File: config.mk
export PLATFORM = sky130hd
export DESIGN_NAME = qracc_window_scheduler
export DESIGN_NICKNAME = d
export VERILOG_FILES = /design/src/rtl/qracc_pkg.sv /design/src/rtl/qracc_xy_counter.sv /design/src/rtl/qracc_window_scheduler.sv
export SDC_FILE = /design/constraint.sdc
export NUM_CORES = 1
export LEC_CHECK = 0
export ABC_AREA = 1
export BUFFER_PORTS_ARGS = -buffer_cell sky130_fd_sc_hd__buf_2
export CAP_MARGIN = 20
export CORE_MARGIN = 2
export CORE_UTILIZATION = 55
export CTS_BUF_LIST = sky130_fd_sc_hd__clkbuf_16
export DETAILED_ROUTE_END_ITERATION = 8
export GPL_ROUTABILITY_DRIVEN = 0
export PLACE_DENSITY = 0.77
export RECOVER_POWER = 100
export SLEW_MARGIN = 5
export SYNTH_ARGS = -nofsm -noshare
export SYNTH_HDL_FRONTEND = slang
export SYNTH_HIERARCHICAL = 1
export SYNTH_SLANG_ARGS = --single-unit
File: constraint.sdc
create_clock -name clk -period 4.7 [get_ports clk]
set_clock_uncertainty 0.2 [all_clocks]
set_input_delay 0.705 -clock clk [delete_from_list [all_inputs] [get_ports clk]]
set_output_delay 0.705 -clock clk [all_outputs]
set_load 0.005 [all_outputs]
File: src/rtl/qracc_pkg.sv
`timescale 1ns/1ps
// qracc_pkg: shared types for the QRAcc control path.
//   qracc_config_t       - layer configuration as presented by the CSR block
//   qracc_sched_state_t  - window scheduler FSM state; encodings are visible
//                          to software through the CSR internal-state field
package qracc_pkg;

    localparam int QRACC_DIM_W    = 16;
    localparam int QRACC_STRIDE_W = 4;

    typedef struct packed {
        logic [QRACC_DIM_W-1:0]    output_fmap_dimx;
        logic [QRACC_DIM_W-1:0]    output_fmap_dimy;
        logic [QRACC_STRIDE_W-1:0] stride_x;
        logic [QRACC_STRIDE_W-1:0] stride_y;
    } qracc_config_t;

    typedef enum logic [3:0] {
        SCHED_IDLE  = 4'd0,
        SCHED_ISSUE = 4'd1,
        SCHED_WAIT  = 4'd2,
        SCHED_DONE  = 4'd3
    } qracc_sched_state_t;

endpackage

File: src/rtl/qracc_xy_counter.sv
`timescale 1ns/1ps
// qracc_xy_counter: raster-order x/y counter.
//   clk, rst  - clock and synchronous active-high reset
//   clr_i     - zero both counters (takes priority over adv_i)
//   adv_i     - step to the next pixel: x+1, or wrap x to 0 and y+1
//   dimx_i/dimy_i - current extent used for wrap and last detection
//   x_o, y_o  - registered coordinates
//   last_o    - (x,y) equals (dimx-1, dimy-1)
module qracc_xy_counter #(
    parameter int DIM_W = 16
) (
    input  logic             clk,
    input  logic             rst,
    input  logic             clr_i,
    input  logic             adv_i,
    input  logic [DIM_W-1:0] dimx_i,
    input  logic [DIM_W-1:0] dimy_i,
    output logic [DIM_W-1:0] x_o,
    output logic [DIM_W-1:0] y_o,
    output logic             last_o
);

    logic [DIM_W-1:0] x_q, x_d;
    logic [DIM_W-1:0] y_q, y_d;
    logic             x_at_end;

    assign x_at_end = (x_q == dimx_i - DIM_W'(1));
    assign last_o   = x_at_end && (y_q == dimy_i - DIM_W'(1));
    assign x_o      = x_q;
    assign y_o      = y_q;

    always_comb begin
        x_d = x_q;
        y_d = y_q;
        if (clr_i) begin
            x_d = '0;
            y_d = '0;
        end else if (adv_i) begin
            if (x_at_end) begin
                x_d = '0;
                y_d = y_q + DIM_W'(1);
            end else begin
                x_d = x_q + DIM_W'(1);
            end
        end
    end

    always_ff @(posedge clk) begin
        if (rst) begin
            x_q <= '0;
            y_q <= '0;
        end else begin
            x_q <= x_d;
            y_q <= y_d;
        end
    end

endmodule

File: src/rtl/qracc_window_scheduler.sv
`timescale 1ns/1ps
// qracc_window_scheduler: walks the output feature map of one layer in raster
// order and issues one window request per output pixel, waiting for each
// window to retire before issuing the next.
//   clk, rst              - clock, synchronous active-high reset
//   start_i, clear_i      - CSR start / abort pulses (clear has priority)
//   cfg_i                 - layer config, sampled only when a start is taken
//   win_valid_o/ready_i   - request handshake to the compute datapath
//   win_ox_o/oy_o         - output pixel coordinate
//   win_ix_o/iy_o         - input window top-left (coordinate * stride)
//   win_last_o            - current coordinate is the final pixel
//   win_done_i            - datapath retired the accepted window
//   busy_o, state_o       - CSR readback
//   layer_done_o          - one-cycle pulse on layer completion
module qracc_window_scheduler
    import qracc_pkg::*;
#(
    parameter int DIM_W    = 16,
    parameter int STRIDE_W = 4
) (
    input  logic                clk,
    input  logic                rst,
    input  logic                start_i,
    input  logic                clear_i,
    input  qracc_config_t       cfg_i,
    output logic                win_valid_o,
    input  logic                win_ready_i,
    output logic [DIM_W-1:0]    win_ox_o,
    output logic [DIM_W-1:0]    win_oy_o,
    output logic [DIM_W-1:0]    win_ix_o,
    output logic [DIM_W-1:0]    win_iy_o,
    output logic                win_last_o,
    input  logic                win_done_i,
    output logic                busy_o,
    output logic [3:0]          state_o,
    output logic                layer_done_o
);

    qracc_sched_state_t   state_q, state_d;
    logic [DIM_W-1:0]     dimx_q, dimx_d;
    logic [DIM_W-1:0]     dimy_q, dimy_d;
    logic [STRIDE_W-1:0]  sx_q, sx_d;
    logic [STRIDE_W-1:0]  sy_q, sy_d;

    logic [DIM_W-1:0]     cfg_dimx, cfg_dimy;
    logic [STRIDE_W-1:0]  cfg_sx, cfg_sy;
    logic                 cnt_clr, cnt_adv, cnt_last;
    logic [DIM_W-1:0]     ox, oy;

    assign cfg_dimx = DIM_W'(cfg_i.output_fmap_dimx);
    assign cfg_dimy = DIM_W'(cfg_i.output_fmap_dimy);
    assign cfg_sx   = STRIDE_W'(cfg_i.stride_x);
    assign cfg_sy   = STRIDE_W'(cfg_i.stride_y);

    always_comb begin
        state_d = state_q;
        dimx_d  = dimx_q;
        dimy_d  = dimy_q;
        sx_d    = sx_q;
        sy_d    = sy_q;
        cnt_clr = 1'b0;
        cnt_adv = 1'b0;
        if (clear_i) begin
            state_d = SCHED_IDLE;
            cnt_clr = 1'b1;
        end else begin
            case (state_q)
                SCHED_IDLE: begin
                    if (start_i) begin
                        dimx_d  = cfg_dimx;
                        dimy_d  = cfg_dimy;
                        // A zero stride would collapse every window onto the
                        // origin; treat it as unit stride instead.
                        sx_d    = (cfg_sx == '0) ? STRIDE_W'(1) : cfg_sx;
                        sy_d    = (cfg_sy == '0) ? STRIDE_W'(1) : cfg_sy;
                        cnt_clr = 1'b1;
                        state_d = (cfg_dimx == '0 || cfg_dimy == '0) ? SCHED_DONE
                                                                       : SCHED_ISSUE;
                    end
                end
                SCHED_ISSUE: begin
                    if (win_ready_i) state_d = SCHED_WAIT;
                end
                SCHED_WAIT: begin
                    if (win_done_i) begin
                        // The counter steps past the final pixel as well; it is
                        // re-zeroed by the next start, so nothing downstream sees it.
                        cnt_adv = 1'b1;
                        state_d = cnt_last ? SCHED_DONE : SCHED_ISSUE;
                    end
                end
                SCHED_DONE: state_d = SCHED_IDLE;
                default:    state_d = SCHED_IDLE;
            endcase
        end
    end

    always_ff @(posedge clk) begin
        if (rst) begin
            state_q <= SCHED_IDLE;
            dimx_q  <= '0;
            dimy_q  <= '0;
            sx_q    <= STRIDE_W'(1);
            sy_q    <= STRIDE_W'(1);
        end else begin
            state_q <= state_d;
            dimx_q  <= dimx_d;
            dimy_q  <= dimy_d;
            sx_q    <= sx_d;
            sy_q    <= sy_d;
        end
    end

    qracc_xy_counter #(.DIM_W(DIM_W)) u_xy (
        .clk    (clk),
        .rst    (rst),
        .clr_i  (cnt_clr),
        .adv_i  (cnt_adv),
        .dimx_i (dimx_q),
        .dimy_i (dimy_q),
        .x_o    (ox),
        .y_o    (oy),
        .last_o (cnt_last)
    );

    assign win_valid_o  = (state_q == SCHED_ISSUE);
    assign layer_done_o = (state_q == SCHED_DONE);
    assign busy_o       = (state_q != SCHED_IDLE);
    assign state_o      = state_q;
    assign win_ox_o     = ox;
    assign win_oy_o     = oy;
    assign win_last_o   = cnt_last;
    // Products are evaluated at DIM_W bits, so overflow wraps silently.
    assign win_ix_o     = ox * DIM_W'(sx_q);
    assign win_iy_o     = oy * DIM_W'(sy_q);

endmodule

# Word-level counts from Yosys, hierarchy flattened
# Index checks and enable logic that the tools add are counted.
# totals
ff_bits	76
word_cells	50
out_inout_bits	72
# op_classes
add_sub_neg	4
n_bitwise	1
mul	2
n_reduce_logical	13
n_mux	15
eq_ne	8
# ops
operator	count
$add A16 B1 Y16 const B	2
$eq A16 B16 Y1	2
$logic_not A16 Y1	2
$mul A16 B4 Y16	2
$sub A16 B1 Y16 const B	2
$mux W4	5
$mux W16	1
$logic_not A4 Y1	3
$pmux W4 S3	1
$eq A4 B2 Y1 const B	2
$mux W1	6
$reduce_and A3 Y1	2
$eq A4 B1 Y1 const B	1
$mux W2	2
$ne A2 B2 Y1 const B	2
$reduce_bool A4 Y1	1
$reduce_or A2 Y1	2
$ne A2 B1 Y1 const B	1
$reduce_and A2 Y1	1
$logic_and A1 B1 Y1	1
$logic_or A1 B1 Y1	1
$not A1 Y1	1

# Depth between registers and ports, before layout
# Gate-level depths: netlist of the first run.
# logic_depth
depth_word	6
depth_mapped	18

# Modules after synthesis
# The synthesis of the first run kept the hierarchy.
# modules_own_cells
module	n_inst	area_per_inst_um2	cells_per_inst
qracc_window_scheduler	1	5402.7	859
qracc_xy_counter	1	3248.1	531

# Least setup slack after synthesis of the first run
# OpenSTA, ideal clock, no wires.
# synth_path
path_type	register to output
start	reg sx_q[1]
end	out win_ix_o[10]
path_slack_ns	0.764
n_path_buf	2
path_stages_with_launch	11
arrival_time_ns	3.031
t_required_ns	3.795
path_cell_list	dfxtp_1 -> clkbuf_1 -> clkbuf_1 -> nand2_1 -> fa_1 -> fa_1 -> fa_1 -> o21ai_0 -> nand3_1 -> nand2_1 -> xor2_1
# synth_between
elab_chain_cells	1
# synth_lines
element	line_no	text
from (decl)	qracc_window_scheduler.sv:42	logic [STRIDE_W-1:0] sx_q, sx_d;
from (signal assigned)	qracc_window_scheduler.sv:103	sx_q <= STRIDE_W'(1);
from (signal assigned)	qracc_window_scheduler.sv:109	sx_q <= sx_d;
$mul A16 B4 Y16	qracc_window_scheduler.sv:134	assign win_ix_o = ox * DIM_W'(sx_q);
to (decl)	qracc_window_scheduler.sv:30	output logic [DIM_W-1:0] win_ix_o,
# No other way between the ends.

# Worst setup path in the final report of the first run
# layout_path
start	reg sy_q[3]
end	out win_iy_o[14]
# layout_between
elab_chain_cells	1
# layout_lines
element	line_no	text
from (decl)	qracc_window_scheduler.sv:43	logic [STRIDE_W-1:0] sy_q, sy_d;
from (signal assigned)	qracc_window_scheduler.sv:110	sy_q <= sy_d;
$mul A16 B4 Y16	qracc_window_scheduler.sv:135	assign win_iy_o = oy * DIM_W'(sy_q);
to (decl)	qracc_window_scheduler.sv:31	output logic [DIM_W-1:0] win_iy_o,
# No other way between the ends.

==> results.json, run 1 <==
{
  "status": "finished, violations left",
  "violations": "capacitance limit, slew limit",
  "ant_nets": 0,
  "synth_ff_type": "dfxtp_1",
  "start_util": 0.567,
  "synth.cell_area_um2": 8650,
  "worstPathArrival_ns": 3.53,
  "maxSlewViolCount": 19,
  "synthCells": 1390,
  "fin_crit_sh": 0.944,
  "htreeDepth": 3,
  "cts.sinks": 74,
  "wl_per_cell_um": 12.3,
  "routed_via_density": 5.02,
  "floorplan.die.height_um": 129,
  "layout.nets": 1621,
  "antenna_found_initial": 0,
  "worstPathRequired_ns": 3.80,
  "ys_async_sr_fraction": 0,
  "critical_path.startpoint_type": "flop",
  "synth_edf_count": 0,
  "yosysWarnings": 6,
  "port_buffers": 115,
  "final_cell_area_um2": 9500,
  "dp_slack_ns": 0.433,
  "dieArea_um2": 16700,
  "fin_crit_ns": 4.44,
  "track_usage": 0.252,
  "wirelength_um": 20900,
  "maxCapViolCount": 1,
  "clock_latency_ns": 0.34,
  "die-width_um": 129,
  "grt_pass1_wl_um": 34700,
  "p_leak_nw": 5.38,
  "drc": 0,
  "reg2reg_from": "state_o[1]$_SDFFE_PP0P_",
  "ys_seq_elements": 74,
  "hold_viol": 0,
  "finalSetupTns_ns": 0,
  "drive_above_1_share": 0.0817,
  "post_cts_buffers": 0,
  "mostFrequentLayoutCell": "nand2_1",
  "grt_max_degree": 40,
  "postSynthAreaPerCell_um2": 6.22,
  "worst_pin_slew_ns": 2.15,
  "finalSetupViolCount": 0,
  "hold_class": "reg -> reg",
  "core_area_um2": 15300,
  "dp_hpwl_um": 16500,
  "root_buffer": "clkbuf_16",
  "final_cell_mix": "nand2_1 (362), inv_1 (292), nor2_1 (182)",
  "grt_setup_unrepaired": "false",
  "path_class": "reg -> out",
  "num_vias": 8555,
  "seq_area_frac_synth": 0.171,
  "hp-start": "dimy_q[1]$_SDFFE_PP0P_",
  "postPlaceCellArea_um2": 9310,
  "clkTransAtPathRegs_ns": 0.06,
  "cts_max_path_buffers": 2,
  "power_density_nw_per_um2": 182,
  "crit_path_start": "sy_q[3]$_SDFFE_PP0P_",
  "critPathCaptureType": "output pin",
  "diodes": 0,
  "top_level_ports": 118,
  "cts_buffers": 9,
  "cts_tree": "done",
  "overflow": 0,
  "relSlewSlack": -0.442,
  "first_pass_iters": 5,
  "syn_to_final_growth_pct": 9.81,
  "first_iter_violations": 507,
  "synth_cell_types": 46,
  "num_rows": 45,
  "grt_pass1_vias": 7601,
  "worst_slack_ns": 0.261,
  "fmax_ghz": 0.225,
  "peakVddDrop_mv": 0.179,
  "critPathMaxFanout": 15
}
flip-flops by register name, summed over array words and instances, names as in the netlist:
register and count:
u_xy/y_o 16, dimy_q 16, state_o 2, u_xy/x_o 16, sy_q 4, dimx_q 16, sx_q 4
metal layers:
| layer | global-route usage | vias up | wire (um) |
|---|---|---|---|
| met3 | 0.0355 | 22 | 1120 |
| met2 | 0.417 | 247 | 9620 |
| met4 | 0.0633 | 0 | 298 |
| met1 | 0.349 | 3856 | 9890 |
| li1 | - | 4430 | - |
| met5 | 0 | - | 0 |
cells by family (layout without fill, tap and decap cells):
kind of cell,Yosys count,count (layout),synth area share
AO/OA/AOI/OAI,117,117,0.0733
XOR/XNOR,73,73,0.0739
adder cells (fa/ha/maj),86,86,0.168
buffers and inverters,334,437,0.157
flip-flops,74,74,0.171
other,1,2,0.000433
AND/OR/NAND/NOR,705,705,0.356
critical path, stage by stage (launching register included):
cell	delay, ns
dfxtp_1	0.63
nand2_1	0.15
fa_1	0.55
fa_1	0.55
fa_1	0.49
o21ai_1	0.33
nand4_1	0.19
nand3_1	0.11
nand2_1	0.05
nand2_1	0.04
buf_2	0.10
worst paths after layout:
path | slack [ns] | depth (start not counted) | endpoint
min reg2reg | 0.31 | 2 | dimy_q[1]$_SDFFE_PP0P_
min | 0.31 | 2 | dimy_q[1]$_SDFFE_PP0P_
max | 0.26 | 10 | win_iy_o[14]
max reg2reg | 0.59 | 7 | dimx_q[12]$_SDFFE_PP0P_
area by class of cell:
type,instances,area [um2]
multi-input combinational,983,5770
fill,1539,5760
sequential,74,1480
inverter,297,1120
timing repair buffer,124,564
tap,211,264
clock buffer,9,225
clock inverter,7,71.3
Yosys cell counts (2+ instances only):
cell type,instances,share of area
nor2_4,2,0.0026
a211oi_1,4,0.0035
nand2_1,360,0.16
buf_4,2,0.0017
xnor2_1,22,0.022
nor2_8,2,0.0046
a31oi_1,2,0.0014
inv_2,4,0.0017
nand3_1,71,0.041
nor3_1,11,0.0064
o21bai_1,5,0.0043
nand4_1,34,0.025
nor2_2,5,0.0036
nor4_1,6,0.0043
fa_1,50,0.12
clkbuf_2,2,0.0012
inv_1,291,0.13
nor2_1,180,0.078
a21o_1,2,0.0017
buf_6,12,0.016
ha_1,36,0.052
clkbuf_1,17,0.0074
dfxtp_1,74,0.17
nor3b_1,2,0.0017
xor2_1,51,0.052
buf_2,4,0.0023
nand3_2,2,0.0023
nand3b_1,11,0.0095
nor3_4,2,0.0038
o21ai_0,51,0.030
nand2_4,2,0.0026
o211ai_2,2,0.0029
nor3_2,2,0.0023
nand2_2,8,0.0058
a21oi_1,48,0.028
power breakdown:
group / switching, mW / leakage, nW / internal (mW)
sequential: 0.0466 / 0.604 / 0.654
clock: 0.263 / 0.143 / 0.409
combinational: 0.231 / 4.63 / 0.130
total: 0.541 / 5.38 / 1.19
stage by stage:
stage	utilization	instances	power [mW]	hold WS, ns
floorplan	-	1391	0.998	0.276
global route	0.623	1705	1.82	0.382
detailed placement	0.610	1687	1.07	0.301
finish	0.623	1705	1.73	0.311
CTS	0.630	1703	1.75	0.319
global placement	0.610	1687	1.07	0.293
repair_timing:
action / in CTS / in global routing
resized for setup: 0 / 4
endpoints found under the setup margin: 0 / 6
hold buffers: 0 / 0
Power figures use the tool's default switching activity.
==> run 2: changes to the inputs <==
ABC_AREA = default   (was 1)
PLACE_DENSITY = 0.78   (was 0.77)
==> results.json, run 2 <==
{
  "pwr-share-comb": 0.155,
  "ys_async_sr_fraction": 0,
  "wl_per_cell_um": 14.6,
  "first_pass_iters": 5,
  "mostFrequentLayoutCell": "nand2_1",
  "hold_class": "reg -> reg",
  "crit_cells": 13,
  "clock_latency_ns": 0.34,
  "power.share.clock": 0.417,
  "drive_above_1_share": 0.157,
  "cp_top_family": "adder cells",
  "cts_max_path_buffers": 2,
  "num_vias": 7025,
  "sw_frac_of_total": 0.269,
  "synthCells": 990,
  "drc": 0,
  "path_buf_inv": 3,
  "worst_pin_slew_ns": 1.84,
  "finalSetupViolCount": 0,
  "first_iter_violations": 578,
  "power_density_nw_per_um2": 181,
  "synth.most_common_cell": "nand2_1",
  "switchingPower_uw": 426,
  "track_usage": 0.256,
  "synth_commonest_cells": "nand2_1 (152), inv_1 (107), and2_1 (79)",
  "critPathCaptureType": "output pin",
  "grt_setup_unrepaired": "true",
  "synth_top_cell_area_share": 0.192,
  "status": "finished, violations left",
  "overflow": 0,
  "maxSlewViolCount": 41,
  "port_buffers": 115,
  "grt_max_degree": 57,
  "synth_cell_types": 78,
  "p_seq_frac": 0.427,
  "ys_seq_elements": 74,
  "maxCapViolCount": 1,
  "synth_edf_count": 0,
  "antenna_found_initial": 0,
  "regArea_um2": 1510,
  "layout.nets": 1230,
  "fin_crit_sh": 0.973,
  "wirelength_um": 18800,
  "diodes": 0,
  "peakVddDrop_mv": 0.235,
  "cp_cell_sequence": "and2_1, fa_1, inv_1, fa_1, inv_1, ha_4, nor2b_4, o31a_1, a221oi_4, o211ai_2, a21oi_2, xnor2_1, buf_2",
  "grt_pass1_wl_um": 31300,
  "htreeDepth": 3,
  "reg2regPathDepth": 10,
  "cts_hold_buf": 0,
  "path_class": "reg -> out",
  "die-width_um": 122,
  "ff2ff_setup_slack_ns": 0.93,
  "ant_nets": 0,
  "busiest_layer": "met2",
  "fillerInstances": 1252,
  "grt_pass1_vias": 6704,
  "fin_crit_ns": 4.57,
  "critical_path.startpoint_type": "flop",
  "placed_cells": 1264,
  "whs_ns": 0.277,
  "cpPeakStageDelay_ns": 0.54,
  "crit_slowest_cell": "fa_1",
  "syn_to_final_growth_pct": 13.6,
  "violations": "capacitance limit, slew limit",
  "synth.cell_area_um2": 7700,
  "p_int_mw": 1.16,
  "top_level_ports": 118,
  "yosys.area.top_type": "dfxtp_1",
  "core_area_um2": 13800,
  "postSynthAreaPerCell_um2": 7.78,
  "cts_tree": "done",
  "hold_viol": 0,
  "crit_end": "win_ix_o[14]",
  "gr-usage-met2": 0.415,
  "synth_area_leaders": "dfxtp_1 (19%), fa_1 (13%), nand2_1 (7.4%)",
  "final_cell_mix": "nand2_1 (152), inv_1 (108), buf_2 (93)",
  "num_rows": 43,
  "yosysWarnings": 6,
  "relSlewSlack": -0.226,
  "use_met1": 0.349,
  "critPathMaxFanout": 14,
  "p_total_mw": 1.58,
  "cts.sinks": 74,
  "clkTransAtPathRegs_ns": 0.05,
  "r2r_end": "u_xy/x_o[15]$_SDFFE_PP0P_",
  "fmax_ghz": 0.219,
  "reg2reg_from": "dimx_q[0]$_SDFFE_PP0P_",
  "dp_hpwl_um": 14300,
  "cts_buffers": 9,
  "floorplan.die.height_um": 122,
  "fin_cells": 1283,
  "synth_ff_type": "dfxtp_1",
  "routed_via_density": 5.48,
  "worstPathArrival_ns": 3.67,
  "multi_input_area_um2": 5640,
  "dieArea_um2": 15000,
  "root_buffer": "clkbuf_16",
  "use_met3": 0.0428,
  "p_leak_nw": 3.97,
  "worstPathRequired_ns": 3.80,
  "crit_path_start": "sx_q[3]$_SDFFE_PP0P_",
  "start_util": 0.559,
  "seq_area_frac_synth": 0.192,
  "finalSetupTns_ns": 0
}
==> run 2: cell types whose count changed after synthesis, sizes merged, moves of 12 or more <==
cell	previous run	this run
xnor2	22	52
a21oi	48	70
nor3	15	29
nand3	74	23
xor2	51	35
o21ai	52	18
nor4	7	19
nor2	189	53
nand4	35	18
inv	296	108
mux2i	0	18
nand2	370	152
and2	1	79
==> run 2: area by class of cell <==
class                      instances  area share
timing repair buffer             137      0.0787
inverter                         108      0.0464
tap                              180      0.0258
multi-input combinational        768       0.644
clock buffer                       9      0.0258
clock inverter                     7     0.00687
sequential                        74       0.172
==> run 2: power groups by stage <==
stage	logic (mW)	clock network (mW)	registers, mW
2_1_floorplan	0.198	0	0.676
3_3_place_gp	0.242	0	0.689
3_5_place_dp	0.248	0	0.690
4_1_cts	0.250	0.664	0.677
5_1_grt	0.276	0.690	0.680
6_report	0.245	0.660	0.676
==> run 2: cell families (layout without fill, tap and decap cells) <==
logic type,count (synthesis),after routing,share of synthesized area
AO/OA/AOI/OAI,139,139,0.117
multiplexers,20,20,0.0268
XOR/XNOR,87,87,0.0990
AND/OR/NAND/NOR,434,434,0.299
other,1,2,0.000487
adder cells (fa/ha/maj),86,86,0.189
buffers and inverters,149,261,0.0766
flip-flops,74,74,0.192
==> run 2: worst min-delay path by stage <==
stage                            startpoint                      end  slack (ns)  cells after the start
finish              dimx_q[15]$_SDFFE_PP0P_  dimx_q[15]$_SDFFE_PP0P_        0.28                      2
global route         dimy_q[1]$_SDFFE_PP0P_   dimy_q[1]$_SDFFE_PP0P_        0.29                      2
CTS                  dimy_q[1]$_SDFFE_PP0P_   dimy_q[1]$_SDFFE_PP0P_        0.28                      2
detailed placement   dimy_q[1]$_SDFFE_PP0P_   dimy_q[1]$_SDFFE_PP0P_        0.27                      2
global placement    dimx_q[15]$_SDFFE_PP0P_  dimx_q[15]$_SDFFE_PP0P_        0.26                      2
floorplan           dimx_q[15]$_SDFFE_PP0P_  dimx_q[15]$_SDFFE_PP0P_        0.25                      2
==> run 2: worst min-delay path: stages, from the launching register on <==
cell and delay (ns):
dfxtp_1 0.31, nand2_1 0.06, a21oi_1 0.06
==> run 2: per-stage QoR <==
stage | worst slack, ns | area [um2] | utilization
after floorplan | 0.607 | 7700 | -
after global placement | 0.353 | 8470 | 0.615
after detailed placement | 0.270 | 8470 | 0.615
after CTS | 0.0262 | 8760 | 0.636
after global routing | -0.0117 | 8740 | 0.635
final | 0.127 | 8740 | 0.635
==> run 2: metal layers <==
metal,routed length [um],share of wire
met5,0,0
met4,453,0.024
met3,1020,0.054
met2,8560,0.46
met1,8730,0.47
==> run 2: timing repair <==
| action | in CTS | in global routing |
|---|---|---|
| buffers inserted | 0 | 2 |
| hold endpoints to repair | 0 | 0 |
| resized for setup | 9 | 18 |
| pin swaps | 0 | 3 |
| setup endpoints to repair | 3 | 9 |
